`src/rtl/video_rgb_adapter_pkg.sv`:
```
// video_pkg: shared mode constants and pixel-expansion helper for the video output stage
package video_pkg;
  localparam int MODE_MONO = 0;
  localparam int MODE_RGB  = 1;
  localparam int MODE_PAL  = 2;
  // MSB-first replication of the low `bits` bits of value, truncated to 8 bits
  function automatic logic [7:0] expand_to8(input logic [8:0] value, input int bits);
    logic [7:0] r;
    for (int i = 0; i < 8; i++) r[3'(7 - i)] = value[4'(bits - 1 - (i % bits))];
    return r;
  endfunction
endpackage

```
`src/rtl/video_rgb_adapter_if.sv`:
```
// video_rgb_adapter_if: core-side pixel/sync/palette inputs and VGA/geometry outputs
//   master: drives video_in, syncs, blanks, palette write; reads ce_pix, VGA_*, counters
//   slave : the adapter
interface video_rgb_adapter_if #(
  parameter int IN_BITS = 1,
  parameter int CNT_W   = 11
);
  logic [IN_BITS-1:0] video_in;
  logic               hsync_in, vsync_in, hblank_in, vblank_in;
  logic               pal_we;
  logic [IN_BITS-1:0] pal_addr;
  logic [23:0]        pal_data;
  logic               ce_pix;
  logic [7:0]         VGA_R, VGA_G, VGA_B;
  logic               VGA_HS, VGA_VS, VGA_HB, VGA_VB;
  logic [CNT_W-1:0]   h_count, v_count;
  logic [15:0]        frame_cnt;
  modport master (
    output video_in, hsync_in, vsync_in, hblank_in, vblank_in, pal_we, pal_addr, pal_data,
    input  ce_pix, VGA_R, VGA_G, VGA_B, VGA_HS, VGA_VS, VGA_HB, VGA_VB, h_count, v_count, frame_cnt
  );
  modport slave (
    input  video_in, hsync_in, vsync_in, hblank_in, vblank_in, pal_we, pal_addr, pal_data,
    output ce_pix, VGA_R, VGA_G, VGA_B, VGA_HS, VGA_VS, VGA_HB, VGA_VB, h_count, v_count, frame_cnt
  );
endinterface

```
`src/rtl/video_rgb_adapter_palette.sv`:
```
// video_palette_ram: 2^AW x 24 palette, one write port, one synchronous read port
//   clk, we/waddr/wdata (write next edge), raddr -> rdata (registered, old data on collision)
module video_palette_ram #(
  parameter int AW = 1
) (
  input  logic          clk,
  input  logic          we,
  input  logic [AW-1:0] waddr,
  input  logic [23:0]   wdata,
  input  logic [AW-1:0] raddr,
  output logic [23:0]   rdata
);
  localparam int DEPTH = 2 ** AW;
  logic [23:0] mem [DEPTH];
  logic [23:0] rd_q;
  // power-up contents: grey ramp from black to white
  initial for (int i = 0; i < DEPTH; i++) mem[i] = {3{8'(i * 255 / (DEPTH - 1))}};
  always_ff @(posedge clk) begin
    if (we) mem[waddr] <= wdata;
    rd_q <= mem[raddr];
  end
  assign rdata = rd_q;
endmodule

```
`src/rtl/video_rgb_adapter.sv`:
```
// video_rgb_adapter: pixel clock-enable, 2-stage ce_pix pipeline, colour expansion, geometry counters
//   clk, reset (sync, active-high), vif (slave): core pixel/syncs/blanks/palette in,
//   ce_pix, VGA_R/G/B/HS/VS/HB/VB, h_count, v_count, frame_cnt out
module video_rgb_adapter
  import video_pkg::*;
#(
  parameter int IN_BITS = 1,
  parameter int MODE    = MODE_MONO,
  parameter int PIX_DIV = 1,
  parameter int CNT_W   = 11
) (
  input logic                clk,
  input logic                reset,
  video_rgb_adapter_if.slave vif
);
  localparam int C = (MODE == MODE_RGB) ? IN_BITS / 3 : 1;
  initial begin
    if (IN_BITS < 1 || IN_BITS > 9) $error("IN_BITS must be 1..9");
    if (MODE < MODE_MONO || MODE > MODE_PAL) $error("MODE must be 0..2");
    if (MODE == MODE_RGB && IN_BITS % 3 != 0) $error("packed RGB needs IN_BITS divisible by 3");
    if (PIX_DIV < 1 || PIX_DIV > 16) $error("PIX_DIV must be 1..16");
  end
  typedef struct packed {
    logic [IN_BITS-1:0] pix;
    logic               hs, vs, hb, vb;
  } s1_t;
  logic [3:0]       div_q, div_d;
  logic             ce_q, ce_d;
  s1_t              s1_q, s1_d;
  logic [23:0]      rgb_q, rgb_d, rgb_conv, pal_rd;
  logic [3:0]       sync_q, sync_d;
  logic [CNT_W-1:0] pix_q, pix_d, line_q, line_d, hcnt_q, hcnt_d, vcnt_q, vcnt_d, line_inc;
  logic [15:0]      frm_q, frm_d;
  logic [8:0]       pix9;
  logic             hs_rise, vs_rise;
  // the palette is addressed with the value S1 is about to hold so its read latency
  // completes before S2 samples it
  if (MODE == MODE_PAL) begin : g_pal
    video_palette_ram #(.AW(IN_BITS)) u_pal (
      .clk(clk), .we(vif.pal_we), .waddr(vif.pal_addr), .wdata(vif.pal_data),
      .raddr(s1_d.pix), .rdata(pal_rd)
    );
  end else begin : g_nopal
    logic unused_pal;
    assign unused_pal = ^{vif.pal_we, vif.pal_addr, vif.pal_data};
    assign pal_rd = '0;
  end
  always_comb begin
    div_d = (div_q == 4'(PIX_DIV - 1)) ? '0 : div_q + 4'd1;
    ce_d = div_q == 4'(PIX_DIV - 1);
    s1_d = ce_q ? s1_t'({vif.video_in, vif.hsync_in, vif.vsync_in, vif.hblank_in, vif.vblank_in}) : s1_q;
    pix9 = 9'(s1_q.pix);
    rgb_conv = (MODE == MODE_PAL) ? pal_rd
             : (MODE == MODE_RGB) ? {expand_to8(pix9 >> (2 * C), C), expand_to8(pix9 >> C, C), expand_to8(pix9, C)}
             : {3{expand_to8(pix9, IN_BITS)}};
    rgb_d = ce_q ? ((s1_q.hb | s1_q.vb) ? '0 : rgb_conv) : rgb_q;
    sync_d = ce_q ? {s1_q.hs, s1_q.vs, s1_q.hb, s1_q.vb} : sync_q;
    // S2 sync registers hold the previous S1 value, so they double as edge history
    hs_rise = ce_q & s1_q.hs & ~sync_q[3];
    vs_rise = ce_q & s1_q.vs & ~sync_q[2];
    pix_d = hs_rise ? CNT_W'(1) : (ce_q && pix_q != '1) ? pix_q + 1'b1 : pix_q;
    hcnt_d = hs_rise ? pix_q : hcnt_q;
    line_inc = hs_rise ? line_q + 1'b1 : line_q;
    line_d = vs_rise ? '0 : line_inc;
    vcnt_d = vs_rise ? line_inc : vcnt_q;
    frm_d = frm_q + 16'(vs_rise);
  end
  always_ff @(posedge clk) begin
    if (reset) begin
      div_q  <= '0;
      ce_q   <= 1'b0;
      s1_q   <= '0;
      rgb_q  <= '0;
      sync_q <= '0;
      pix_q  <= '0;
      line_q <= '0;
      hcnt_q <= '0;
      vcnt_q <= '0;
      frm_q  <= '0;
    end else begin
      div_q  <= div_d;
      ce_q   <= ce_d;
      s1_q   <= s1_d;
      rgb_q  <= rgb_d;
      sync_q <= sync_d;
      pix_q  <= pix_d;
      line_q <= line_d;
      hcnt_q <= hcnt_d;
      vcnt_q <= vcnt_d;
      frm_q  <= frm_d;
    end
  end
  assign vif.ce_pix = ce_q;
  assign {vif.VGA_R, vif.VGA_G, vif.VGA_B} = rgb_q;
  assign {vif.VGA_HS, vif.VGA_VS, vif.VGA_HB, vif.VGA_VB} = sync_q;
  assign vif.h_count = hcnt_q;
  assign vif.v_count = vcnt_q;
  assign vif.frame_cnt = frm_q;
endmodule
```
`src/flat_wrapper.sv`:
```
// flat-port wrapper written by rule: the top's interface ports become plain ports
module video_rgb_adapter_flat import video_pkg::*;
#(
  parameter int IN_BITS = 1,
  parameter int MODE    = MODE_MONO,
  parameter int PIX_DIV = 1,
  parameter int CNT_W   = 11
)
  (clk, reset, vif_video_in, vif_hsync_in, vif_vsync_in, vif_hblank_in, vif_vblank_in, vif_pal_we, vif_pal_addr, vif_pal_data, vif_ce_pix, vif_VGA_R, vif_VGA_G, vif_VGA_B, vif_VGA_HS, vif_VGA_VS, vif_VGA_HB, vif_VGA_VB, vif_h_count, vif_v_count, vif_frame_cnt);
  video_rgb_adapter_if #(.IN_BITS(IN_BITS), .CNT_W(CNT_W)) vif_i ();
  input logic clk;
  input logic reset;
  input wire logic [$bits(vif_i.video_in)-1:0] vif_video_in;
  input wire logic [$bits(vif_i.hsync_in)-1:0] vif_hsync_in;
  input wire logic [$bits(vif_i.vsync_in)-1:0] vif_vsync_in;
  input wire logic [$bits(vif_i.hblank_in)-1:0] vif_hblank_in;
  input wire logic [$bits(vif_i.vblank_in)-1:0] vif_vblank_in;
  input wire logic [$bits(vif_i.pal_we)-1:0] vif_pal_we;
  input wire logic [$bits(vif_i.pal_addr)-1:0] vif_pal_addr;
  input wire logic [$bits(vif_i.pal_data)-1:0] vif_pal_data;
  output wire logic [$bits(vif_i.ce_pix)-1:0] vif_ce_pix;
  output wire logic [$bits(vif_i.VGA_R)-1:0] vif_VGA_R;
  output wire logic [$bits(vif_i.VGA_G)-1:0] vif_VGA_G;
  output wire logic [$bits(vif_i.VGA_B)-1:0] vif_VGA_B;
  output wire logic [$bits(vif_i.VGA_HS)-1:0] vif_VGA_HS;
  output wire logic [$bits(vif_i.VGA_VS)-1:0] vif_VGA_VS;
  output wire logic [$bits(vif_i.VGA_HB)-1:0] vif_VGA_HB;
  output wire logic [$bits(vif_i.VGA_VB)-1:0] vif_VGA_VB;
  output wire logic [$bits(vif_i.h_count)-1:0] vif_h_count;
  output wire logic [$bits(vif_i.v_count)-1:0] vif_v_count;
  output wire logic [$bits(vif_i.frame_cnt)-1:0] vif_frame_cnt;
  assign vif_i.video_in = vif_video_in;
  assign vif_i.hsync_in = vif_hsync_in;
  assign vif_i.vsync_in = vif_vsync_in;
  assign vif_i.hblank_in = vif_hblank_in;
  assign vif_i.vblank_in = vif_vblank_in;
  assign vif_i.pal_we = vif_pal_we;
  assign vif_i.pal_addr = vif_pal_addr;
  assign vif_i.pal_data = vif_pal_data;
  assign vif_ce_pix = vif_i.ce_pix;
  assign vif_VGA_R = vif_i.VGA_R;
  assign vif_VGA_G = vif_i.VGA_G;
  assign vif_VGA_B = vif_i.VGA_B;
  assign vif_VGA_HS = vif_i.VGA_HS;
  assign vif_VGA_VS = vif_i.VGA_VS;
  assign vif_VGA_HB = vif_i.VGA_HB;
  assign vif_VGA_VB = vif_i.VGA_VB;
  assign vif_h_count = vif_i.h_count;
  assign vif_v_count = vif_i.v_count;
  assign vif_frame_cnt = vif_i.frame_cnt;
  video_rgb_adapter #(.IN_BITS(IN_BITS), .MODE(MODE), .PIX_DIV(PIX_DIV), .CNT_W(CNT_W)) u_core (.clk(clk), .reset(reset), .vif(vif_i));
endmodule
```
`config.mk`:
```
export PLATFORM = sky130hd
export DESIGN_NAME = video_rgb_adapter_flat
export DESIGN_NICKNAME = d
export VERILOG_FILES = /design/src/rtl/video_rgb_adapter_pkg.sv /design/src/rtl/video_rgb_adapter_if.sv /design/src/rtl/video_rgb_adapter_palette.sv /design/src/rtl/video_rgb_adapter.sv /design/src/flat_wrapper.sv
export SDC_FILE = /design/constraint.sdc
export NUM_CORES = 1
export LEC_CHECK = 0
export ABC_AREA = 1
export BUFFER_PORTS_ARGS = -buffer_cell sky130_fd_sc_hd__buf_2
export CORE_MARGIN = 2
export CORE_UTILIZATION = 47
export CTS_BUF_LIST = sky130_fd_sc_hd__clkbuf_4 sky130_fd_sc_hd__clkbuf_8 sky130_fd_sc_hd__clkbuf_16
export DETAILED_ROUTE_END_ITERATION = 10
export PLACE_DENSITY = 0.73
export SLEW_MARGIN = 15
export SYNTH_ARGS = -nofsm -noshare
export SYNTH_HDL_FRONTEND = slang
export SYNTH_SLANG_ARGS = --single-unit
```
`constraint.sdc`:
```
create_clock -name clk -period 1.6 [get_ports clk]
set_input_delay 0.32 -clock clk [delete_from_list [all_inputs] [get_ports clk]]
set_output_delay 0.32 -clock clk [all_outputs]
set_load 0.02 [all_outputs]
```
==> key figures, run 1 <==
Cells and area
  • Register area: 1510 um^2
  • Commonest non-fill, non-tap cell in the layout: nand2_1
  • Nets@finish: 563
  • Final std cells w/o fill: 627
  • Layout cells sized above 1: around 22%
  • Util after Layout: 55.9%
  • Ant. Diodes: 0
  • Most frequent cells in the layout: nand2_1 (97), dfxtp_1 (73), nor2_1 (70), buf_2 (61), inv_1 (40)
  • Multi-input gate area: around 1600 um^2
  • Layout area overhead: 16.8%
  • Fillers: ~650

Synth
  • Synthesized area per cell: 7.37 um^2
  • Register area share after synthesis: 43.7%
  • Ranking of synthesized cells by area: dfxtp_1 (44%), nand2_1 (11%), nor2_1 (7.9%), buf_4 (5.2%), inv_1 (4.7%)
  • Flops & latches, synth: 75
  • Synthesized cell area: approximately 3400 um^2
  • Synth Instances: between 400 and 500
  • Synth area leader: dfxtp_1
  • Post-synth top area share: 43.7%
  • YS warnings: 0
  • Distinct cells, synth: 28

Setup path
  • Worst path cell trace: nand2_1 -> or2_4 -> inv_2 -> ha_4 -> ha_4 -> nand3_2 -> inv_2 -> nand3_1 -> nand2_1 -> a21oi_1
  • WP data arrival: 1.75 ns
  • Crit path buf inv count: 2
  • Crit-path slowest cell: dfxtp_4
  • Crit-path leading delay family: simple AND/OR/NAND/NOR gates
  • CP endpoint kind: register
  • CP Depth: 10
  • CP peak stage delay: 0.35 ns
  • Worst r2r path cells: 10
  • Setup CP Type: register to register
  • Critical Path RT: 1.83 ns
  • Setup crit start kind: register
  • CP Max Fanout: 4

Min path
  • Min-delay worst type: input pin to register
  • Hold depth: 3

Die
  • Die area: about 8000 um^2
  • Std-Cell Rows: 31
  • Core region area: 7180 um^2
  • Die width: 89.5 um
  • Die height: 89.5 um
  • Starting Density: 47.8%
  • I/O pin total: 100

Placement
  • Pre-CTS WS: -0.0167 ns
  • Placed cell count: 611
  • RePlAce Congestion: 0.848
  • Post-DP HPWL: 5.14 mm
  • Number of buffers added on ports: 61

Clock network
  • Clock sinks: 75
  • CTS H-tree depth: 3
  • TritonCTS clock tree: built
  • Clock tree buffer depth: 2
  • Total setup buffers inserted after CTS: 0
  • Root Buffer: clkbuf_8
  • CTS hold repair buffers: 0
  • Skew-Pair Late Insertion Delay: ~0.35 ns
  • Cts bufs inserted: 9
  • Worst-path clk slew: around 0.080 ns

Pwr
  • Pwr/cell area: 932 nW/um^2
  • Pwr Total: 3740 uW
  • LEAKAGE: 0.00174 uW
  • VDD IR max: 0.450 mV

Route
  • WL per Instance: 11.3 um
  • Drt pass-1 iters: 4
  • Post-route DRC: 0
  • Initial DRC Count: 86
  • Vias per inst: 4.81
  • Antenna-violating nets left: 0
  • DRT Wirelength: 7.06 mm
  • Via count: 3019

STA
  • Final setup margin: 0.0726 ns
  • Highest clock rate: 0.655 GHz
  • Clock skew: 0.0101 ns
  • Fin. max-slew vios: 0
  • Final Hold Viols: 0
  • Hold slack: around 0.21 ns
  • RSZ-0062 raised after global routing: true
  • Final Cycle Share: 95.5%
  • # setup viols final: 0
  • Min cycle time layout: 1.53 ns

Global routing
  • Pin count of the biggest net entering global routing: 22
  • First-pass GRT wire length: between 10 and 15 mm
  • Remaining global-route overflow: 0
  • Vias in the first global route: 2661
  • Antenna violations before repair: 0
  • Total GRT Usage: 18.6%

Status
  • Status: completed

Job
  • Max-cap violations: 0
worst min-delay path, cell delays in order:
cell and delay (ns):
buf_2 0.08, nor2_1 0.03, nor2_1 0.09
repair_timing:
| action | 4_1_cts | 5_1_grt |
|---|---|---|
| pin swaps | 0 | 1 |
| resized for setup | 5 | 9 |
| endpoints found under the setup margin | 3 | 13 |
synth_stat cells:
library cell  instances
nand2_1              98
dfxtp_1              75
nor2_1               72
inv_1                43
a21oi_1              29
nand3_1              27
o21ai_0              27
buf_4                24
xor2_1               11
nand4_1              10
ha_1                  7
buf_2                 6
o21ai_1               6
nor2_4                5
nor3_1                4
inv_2                 3
nand2_2               3
clkbuf_1              2
nand3_4               2
nor2_2                2
or2_1                 2
xnor2_1               2
a21oi_2               1
buf_1                 1
buf_6                 1
clkbuf_2              1
conb_1                1
or2_2                 1
area by class of cell:
cell class,count,share of cell area (%)
clock buffer,12,4.12
clock inverter,4,1.19
inverter,46,4.31
multi-input combinational,321,40.3
sequential,75,37.6
tap,99,3.09
timing repair buffer,70,9.39
path summary, 6_finish.rpt:
check                                            start                  endpoint  slack [ns]
worst max-delay path                 u_core.vif.ce_pix  u_core.vif.frame_cnt[12]        0.07
worst min-delay path                     vif_hblank_in            u_core.s1_q[1]        0.21
worst max register to register       u_core.vif.ce_pix  u_core.vif.frame_cnt[12]        0.07
worst min register to register  u_core.vif.v_count[10]    u_core.vif.v_count[10]        0.45
layer usage:
metal | up-vias | GRT usage, % | part of all wire [%]
met1 | 1377 | 23.0 | 45
li1 | 1558 | - | -
met2 | 75 | 31.8 | 49
met4 | 0 | 8.55 | 1.5
met5 | - | 0 | 0
met3 | 9 | 3.05 | 4.5
per-stage QoR:
step                instance area, um^2  setup TNS (ns)
floorplan                          3490               0
global placement                   3750               0
detailed placement                 3750         -0.0453
CTS                                3990               0
global route                       4010         -0.0591
finish                             4010               0
registers in the layout (all words and copies together) (netlist names):
name / flops
u_core.rgb_q: 1
u_core.sync_q: 4
u_core.div_q: 4
u_core.pix9: 1
u_core.vif.h_count: 11
u_core.s1_q: 4
u_core.pix_q: 11
u_core.vif.v_count: 11
u_core.vif.frame_cnt: 16
u_core.line_q: 11
u_core.vif.ce_pix: 1
report_power, final:
group	total (uW)	internal, uW	leakage (uW)	switching (uW)
registers	1940	1910	0.000609	28.8
logic	277	82.0	0.00102	195
clock network	1520	843	0.000108	682
cell families (layout without fill, tap and decap cells):
family	Yosys count	count (layout)	synth area share [%]
simple gates	226	226	29.0
buf+inv	81	132	12.0
flops	75	75	43.7
compound gates	63	63	9.29
xor+xnor	13	13	3.32
fa+ha+maj	7	7	2.55
other cells	1	12	0.109
Power figures use the tool's default switching activity.
==> run 2, diff against run 1 <==
- CORE_UTILIZATION: 47 -> 40
- PLACE_DENSITY: 0.73 -> 0.64
==> run 2 against run 1 <==
Power shrank 3.7%. First-iteration DRC count grew 37%. Count of clock-buffer cells in the layout shrank 3. Via count grew 0.20%. Sequential power is essentially flat.
==> key figures, run 2 (same netlist as run 1, synthesis figures left out) <==
Clock network
  • Root Buffer: clkbuf_8
  • Worst-path clk slew: 0.07 ns
  • TritonCTS clock tree: built
  • Skew-Pair Late Insertion Delay: 0.35 ns
  • Clock sinks: 75
  • CTS H-tree depth: 3
  • Cts bufs inserted: 9
  • Total setup buffers inserted after CTS: 0
  • Clock tree buffer depth: 2

Pwr
  • Pwr/cell area: around 900 nW/um^2
  • Clock network power share: 38.5%
  • Reg power frac: 53.7%
  • LEAKAGE: 0.00173 uW
  • Switching Power: 911 uW
  • Net Sw Frac: 25.3%
  • Combinational fraction of design power: 7.8%
  • VDD IR max: between 0.4 and 0.5 mV
  • Int Power: 2690 uW
  • Pwr Total: 3600 uW

STA
  • Setup_tns: 0 ns
  • Final Cycle Share: 93.9%
  • Clock skew: ~0.0097 ns
  • # setup viols final: 0
  • Min cycle time layout: approximately 1.5 ns
  • RSZ-0062 raised after global routing: true
  • Final Hold Viols: 0
  • Highest clock rate: 0.666 GHz
  • Fin. max-slew vios: 0

Route
  • DRT Wirelength: 7.31 mm
  • Initial DRC Count: 118
  • WL per Instance: 11.6 um
  • Via count: 3025
  • Post-route DRC: 0
  • Antenna-violating nets left: 0
  • Drt pass-1 iters: 4
  • Vias per inst: 4.79

Cells and area
  • Max reg flops: 16
  • Layout cells sized above 1: 21.8%
  • Layout area overhead: 16.3%
  • Multi-input gate area: between 1500 and 2000 um^2
  • Register area: 1510 um^2
  • Nets@finish: 563
  • Commonest non-fill, non-tap cell in the layout: nand2_1
  • Fillers: 832
  • Ant. Diodes: 0
  • Final std cells w/o fill: 632
  • Most frequent cells in the layout: nand2_1 (97), dfxtp_1 (74), nor2_1 (70), buf_2 (61), inv_1 (40)

Global routing
  • Remaining global-route overflow: 0
  • Pin count of the biggest net entering global routing: 23
  • Antenna violations before repair: 0
  • Total GRT Usage: 16.4%
  • Vias in the first global route: approximately 2800
  • First-pass GRT wire length: 12.8 mm

Placement
  • Placed cell count: ~600
  • RePlAce Congestion: ~0.83
  • Post-DP HPWL: about 5.2 mm
  • Number of buffers added on ports: 61

Setup path
  • R2R Setup Slk: 0.1 ns
  • Crit path from: u_core.vif.ce_pix
  • Worst r2r path cells: 9
  • Worst setup path end: u_core.vif.frame_cnt[13]
  • Critical Path RT: 1.84 ns
  • Reg-to-Reg Start: u_core.vif.ce_pix
  • Setup CP Type: register to register
  • WP data arrival: 1.74 ns
  • End of the worst register-to-register path: u_core.vif.frame_cnt[13]
  • Setup crit start kind: register
  • CP Max Fanout: 3
  • CP endpoint kind: register

Die
  • Starting Density: 41.6%
  • Core region area: 8260 um^2
  • Std-Cell Rows: 33
  • I/O pin total: 100
  • Die width: 96.6 um
  • Die height: 96.6 um
  • Die area: 9340 um^2

Min path
  • Min-delay worst type: input pin to register

Job
  • Max-cap violations: 0

Status
  • Status: completed
[run 2: cell count changes in the layout (fill, tap and decap cells not counted), sizes merged]
cell | previous run | this run
clkbuf | 12 | 9
clkinv | 2 | 4
[run 2: worst min-delay path by stage]
| stage | startpoint | to | slack [ns] | depth (start not counted) |
|---|---|---|---|---|
| 2_1_floorplan | u_core.div_q[0] | u_core.div_q[0] | 0.43 | 1 |
| 6_report | vif_hblank_in | u_core.s1_q[1] | 0.21 | 3 |
| 3_5_place_dp | u_core.vif.v_count[10] | u_core.vif.v_count[10] | 0.44 | 2 |
| 5_1_grt | vif_hblank_in | u_core.s1_q[1] | 0.22 | 3 |
| 4_1_cts | vif_hblank_in | u_core.s1_q[1] | 0.20 | 3 |
| 3_3_place_gp | u_core.vif.v_count[10] | u_core.vif.v_count[10] | 0.44 | 2 |
[run 2: layout make-up]
type                       count  share of cell area [%]
tap                          105                    3.29
clock inverter                 6                    1.44
sequential                    75                    37.7
timing repair buffer          70                    9.44
clock buffer                   9                    3.10
multi-input combinational    321                    40.7
inverter                      46                    4.33
[run 2: power groups by stage]
stage               registers (uW)  clock network [uW]  logic (uW)
CTS                           1930                1430         278
finish                        1930                1390         280
floorplan                     2010                   0         192
global route                  1940                1500         309
global placement              1980                   0         274
detailed placement            1980                   0         277
[run 2: repair_timing]
item	in CTS	in global routing
endpoints found under the hold margin	0	0
hold buffers	0	0
pin swaps	0	2
endpoints found under the setup margin	1	17
resized for setup	3	11
[run 2: through the flow]
stage / util, % / instance area, um^2 / hold slack [ns] / setup slack, ns
detailed placement: 45.5 / 3750 / 0.437 / 0.00287
CTS: 47.8 / 3950 / 0.198 / 0.0114
global route: 48.3 / 3990 / 0.219 / -0.0105
global placement: 45.5 / 3750 / 0.435 / 0.0341
floorplan: - / 3490 / 0.430 / 0.00815
finish: 48.3 / 3990 / 0.210 / 0.0977
[run 2: layer usage]
layer	wire length [um]	up-vias	track usage, %
met5	0	-	0
met4	145	0	7.80
met3	338	11	3.40
met2	3410	71	27.1
met1	3420	1391	20.5
li1	-	1552	-
[run 2: worst max-delay path, cell delays in order (launching register included)]
cell and delay [ns]:
dfxtp_4 0.35, nand2_1 0.06, or2_4 0.23, inv_2 0.07
ha_1 0.14, nand2_1 0.11, nor2_1 0.15, nand2_1 0.08
o21ai_0 0.15, nor2_1 0.05
